==> config.mk <==
export PLATFORM = sky130hd
export DESIGN_NAME = interrupt_enable_dispatch
export DESIGN_NICKNAME = d
export VERILOG_FILES = /design/src/rtl/interrupt_enable_dispatch.sv
export SDC_FILE = /design/constraint.sdc
export NUM_CORES = 1
export LEC_CHECK = 0
export ABC_AREA = 1
export BUFFER_PORTS_ARGS = -buffer_cell sky130_fd_sc_hd__clkbuf_2
export CAP_MARGIN = 40
export CORE_UTILIZATION = 43
export CTS_CLUSTER_DIAMETER = 30
export DETAILED_ROUTE_END_ITERATION = 16
export GPL_TIMING_DRIVEN = 0
export HOLD_SLACK_MARGIN = 0.15
export PLACE_DENSITY = 0.76
export SLEW_MARGIN = 0
export SYNTH_ARGS = -nofsm -noshare
export SYNTH_HDL_FRONTEND = slang
export SYNTH_SLANG_ARGS = --single-unit
export TNS_END_PERCENT = 1
==> constraint.sdc <==
create_clock -name CLK -period 1 [get_ports CLK]
set_input_delay 0.15 -clock CLK [delete_from_list [all_inputs] [get_ports CLK]]
set_output_delay 0.15 -clock CLK [all_outputs]
set_load 0.02 [all_outputs]
==> src/rtl/interrupt_enable_dispatch.sv <==
// Interrupt enable register, IME master flag with delayed EI, and vectored dispatch FSM.
module interrupt_enable_dispatch #(
    parameter int unsigned NUM_IRQ    = 5,
    parameter logic [7:0]  VEC_BASE   = 8'h40,
    parameter int unsigned VEC_STRIDE = 8
) (
    input  logic               CLK,
    input  logic               RESET,
    input  logic [7:0]         DL,
    input  logic               ie_load,
    output logic [7:0]         ie_dout,
    input  logic [NUM_IRQ-1:0] irq_if,
    input  logic               instr_end,
    input  logic               op_ei,
    input  logic               op_di,
    input  logic               op_reti,
    input  logic               int_ack,
    input  logic               vec_sample,
    output logic               int_req,
    output logic [7:0]         int_vector,
    output logic [NUM_IRQ-1:0] if_clear,
    output logic               ime,
    output logic               halt_wake
);

    typedef enum logic [1:0] {
        IDLE = 2'd0,
        REQ  = 2'd1,
        DISP = 2'd2
    } state_t;

    state_t             state;
    state_t             state_nxt;
    logic [7:0]         ie_reg;
    logic               ei_pend;
    logic [NUM_IRQ-1:0] pend;
    logic [7:0]         sel_vec;
    logic [NUM_IRQ-1:0] sel_clr;

    assign ie_dout   = ie_reg;
    assign pend      = ie_reg[NUM_IRQ-1:0] & irq_if;
    assign halt_wake = |pend;
    assign int_req   = (state == REQ);

    // IE register: written from the data latch bus on the IE write strobe
    always_ff @(posedge CLK) begin
        if (RESET) begin
            ie_reg <= 8'h00;
        end else if (ie_load) begin
            ie_reg <= DL;
        end
    end

    // IME master flag; EI takes effect only at the instruction boundary after it
    always_ff @(posedge CLK) begin
        if (RESET) begin
            ime     <= 1'b0;
            ei_pend <= 1'b0;
        end else if (int_ack) begin
            ime     <= 1'b0;
            ei_pend <= 1'b0;
        end else if (op_di) begin
            ime     <= 1'b0;
            ei_pend <= 1'b0;
        end else if (op_reti) begin
            ime     <= 1'b1;
        end else if (op_ei) begin
            ei_pend <= 1'b1;
        end else if (ei_pend && instr_end) begin
            ime     <= 1'b1;
            ei_pend <= 1'b0;
        end
    end

    // Lowest-index pending request wins; no request yields vector 00 and no clear
    always_comb begin
        sel_vec = 8'h00;
        sel_clr = '0;
        for (int i = NUM_IRQ - 1; i >= 0; i--) begin
            if (pend[i]) begin
                sel_vec = VEC_BASE + 8'(32'(i) * VEC_STRIDE);
                sel_clr = NUM_IRQ'(1) << i;
            end
        end
    end

    // Dispatch FSM state register
    always_ff @(posedge CLK) begin
        if (RESET) begin
            state <= IDLE;
        end else begin
            state <= state_nxt;
        end
    end

    // Dispatch FSM next-state logic
    always_comb begin
        state_nxt = state;
        case (state)
            IDLE: begin
                if (ime && (|pend) && instr_end) begin
                    state_nxt = REQ;
                end
            end
            REQ: begin
                if (int_ack) begin
                    state_nxt = DISP;
                end else if (!ime || op_di) begin
                    state_nxt = IDLE;
                end
            end
            DISP: begin
                if (vec_sample) begin
                    state_nxt = IDLE;
                end
            end
            default: state_nxt = IDLE;
        endcase
    end

    // Vector and IF-clear pulse, sampled from pend at the vector-fetch point
    always_ff @(posedge CLK) begin
        if (RESET) begin
            int_vector <= 8'h00;
            if_clear   <= '0;
        end else begin
            if_clear <= '0;
            if (state == DISP && vec_sample) begin
                int_vector <= sel_vec;
                if_clear   <= sel_clr;
            end
        end
    end

endmodule

==> flow_summary.yaml <==
timing:
  drv_slew: 0
  setup_viol: 10
  fmax_mhz: 774
  setup_slack_ns: -0.291
  setup_tns_ns: -0.787
  min_period_ns: 1.29
  skew_ns: 0.00198
  rsz0062_at_grt: "true"
  finalCritPeriodShare_pct: 129
  hold_viol: 0
power_and_ir_drop:
  p_int_mw: 1.22
  p_leak_nw: 0.748
  seqPwrFrac_pct: 52.7
  total_power_mw: 1.68
  clkPwrFrac_pct: 24.0
  power.density_nw_per_um2: 1120
  ir_worst_vdd_uv: 974
  pwr-share-comb_pct: 23.3
  p_sw_uw: 464
  switching_share_pct: 27.6
layout:
  fill_cells: 147
  layout-drive-gt1-share_pct: 48.4
  fin_area_sq_um: 1500
  finalNetCount: 209
  insertedDiodeCount: 0
  fin_cells: 213
  syn_to_final_growth_pct: 67.2
  multi_input_area_sq_um: 439
  seqCellArea_sq_um: 430
yosys:
  syn_inst: 115
  ys_seq_elements: 21
  synth_cell_types: 23
  synthTopCellsByArea: "dfxtp_1 (47%), nor2_1 (12%), o21ai_1 (4.5%)"
  ys_seq_area_share_pct: 46.7
  synthesis.area_sq_um: 900
  synth_top_flop_cell: "dfxtp_1"
  ys_async_sr_fraction_pct: 0
  yosysMostFrequentCell: "nor2_1"
  synth_common_cells: "nor2_1 (28), dfxtp_1 (21), nand2_1 (10)"
  synth_edf_count: 0
  synth_largest_area_cell: "dfxtp_1"
  avgSynthCellArea_sq_um: 7.82
  synth.yosys.warnings: 0
  synth.top_cell.area_share_pct: 46.7
min_path:
  hold_start: "irq_if[2]"
  min_path_type: "input pin to flip-flop"
  hold_depth: 3
  hold_path_end: "if_clear[2]"
cts:
  cts_tree: "done"
  h-tree-depth: 1
  cts_root_buf: "clkbuf_4"
  clock_sinks: 21
  cts_buffer_depth: 2
  clk_pin_slew_ns: 0.12
  postCtsHoldBufs: 15
  clkLatencyLatePin_ns: 0.29
  cts_made_buffers: 3
critical_path:
  required_ns: 0.85
  cp-start-kind: "flip-flop"
  crit_chain: "nand2_2 > nand2_4 > nor2_4 > nand2_4 > buf_8"
  critPathMaxFanout: 3
  rr_worst_depth: 7
  crit_type: "flip-flop to output port"
  reg2reg_from: "ie_dout[3]"
  crit_start: "ie_dout[3]"
  timing.critical_path.mode_cell: "nand2_4"
  critPathMaxStageDelay_ns: 0.36
  reg2reg_slack_ns: -0.11
  critPathSlowestCell: "dfxtp_2"
  r2r_end: "state[0]"
  arrival_ns: 1.14
  worstSetupEndpointType: "output port"
global_route:
  grtUsageTotal_pct: 21.1
  grt_pass1_vias: 838
  grt_max_degree: 12
  grt_pass1_wl_microns: 3400
  antenna_found_initial: 0
  overflow: 0
drt:
  wirelength_microns: 2540
  vias: 1003
  firstDrtPassIters: 4
  wl_per_cell_microns: 11.9
  via_per_inst: 4.71
  remaining_drc_errors: 0
  drtAntennaViolNets: 0
  drt_iter0_drc: 26
die:
  dieArea_sq_um: 2280
  ios: 46
  start_util_pct: 45.9
  core_sq_um: 1960
  fp.dieW_microns: 47.7
  die-height_microns: 47.7
  num_rows: 16
outcome:
  status: "finished, violations left"
  violations: "setup timing"
placement:
  dpl.hpwl_microns: 1460
  dp_cells: 186
  gp_congestion: 0.732
  io_buffer_count: 41
  placed_area_sq_um: 1170
  dpl_worst_slack_ns: 0.0172
job:
  drv_cap: 0
## state kept, by name, summed over array words and instances, names as in the netlist
register    count
if_clear        5
state           2
ie_dout         8
int_vector      4
ei_pend         1
ime             1
## layout make-up
type	instances	share of cell area (%)
buffer	5	2.33
clock buffer	4	1.75
inverter	13	3.74
multi-input combinational	79	29.2
sequential	21	28.6
tap	27	2.25
timing repair buffer	64	32.1
## cell families (layout without fill, tap and decap cells)
logic type / count (synthesis) / count (layout) / share of synthesized area, %
flops: 21 / 21 / 46.7
other cells: 1 / 4 / 0.417
buf+inv: 18 / 86 / 9.60
simple gates: 60 / 60 / 33.4
compound gates: 15 / 15 / 9.87
## power groups by stage
| stage | Combinational [mW] | Clock [mW] | Sequential, mW |
|---|---|---|---|
| floorplan | 0.126 | 0 | 0.929 |
| global placement | 0.246 | 0 | 0.902 |
| detailed placement | 0.250 | 0 | 0.903 |
| CTS | 0.324 | 0.407 | 0.883 |
| global route | 0.421 | 0.463 | 0.890 |
| finish | 0.392 | 0.405 | 0.887 |
## worst max-delay path, delay by kind of cell (launching register included)
family,cells,cell delay (ns)
buffers and inverters,1,0.13
flip-flops,1,0.36
AND/OR/NAND/NOR,4,0.36
## through the flow
stage	util (%)	hold slack [ns]
floorplan	-	0.219
global placement	59.6	0.360
detailed placement	59.6	0.363
CTS	71.7	0.103
global route	76.7	0.104
finish	76.7	0.110
## worst max path at each step
stage | endpoint | slack [ns]
global placement | halt_wake | 0.02
finish | halt_wake | -0.29
CTS | halt_wake | -0.29
floorplan | state[0] | 0.006
global route | halt_wake | -0.33
detailed placement | halt_wake | 0.02
## per-layer routing
layer | wire length (microns) | part of all wire (%) | vias up | track usage [%]
met3 | 114 | 4.5 | 6 | 4.91
met4 | 43 | 1.7 | 0 | 6.11
met5 | 0 | 0 | - | 0
met1 | 970 | 38 | 462 | 25.3
li1 | - | - | 496 | -
met2 | 1410 | 56 | 39 | 37.3
## cells in the final DEF, fill, tap and decap left out, types with 2 or more instances in the layout
| master | n |
|---|---|
| clkbuf_4 | 3 |
| nand2_4 | 6 |
| inv_2 | 4 |
| inv_1 | 6 |
| buf_2 | 4 |
| nor2_1 | 28 |
| buf_8 | 2 |
| clkbuf_2 | 29 |
| dfxtp_2 | 8 |
| nor3_1 | 2 |
| nand3_1 | 7 |
| o21ai_1 | 8 |
| buf_6 | 8 |
| inv_4 | 3 |
| nand2_1 | 6 |
| nand2_2 | 4 |
| nand3_2 | 2 |
| dlygate4sd3_1 | 15 |
| conb_1 | 4 |
| dfxtp_1 | 13 |
| a21oi_1 | 3 |
| nor2_4 | 3 |
| buf_4 | 11 |
## what timing repair did
item,in CTS,in global routing
pin swaps,3,2
buffers inserted,4,4
setup endpoints to repair,5,19
endpoints found under the hold margin,16,1
gates resized for setup,12,32
Note: power is estimated with default switching activity, not from simulation.
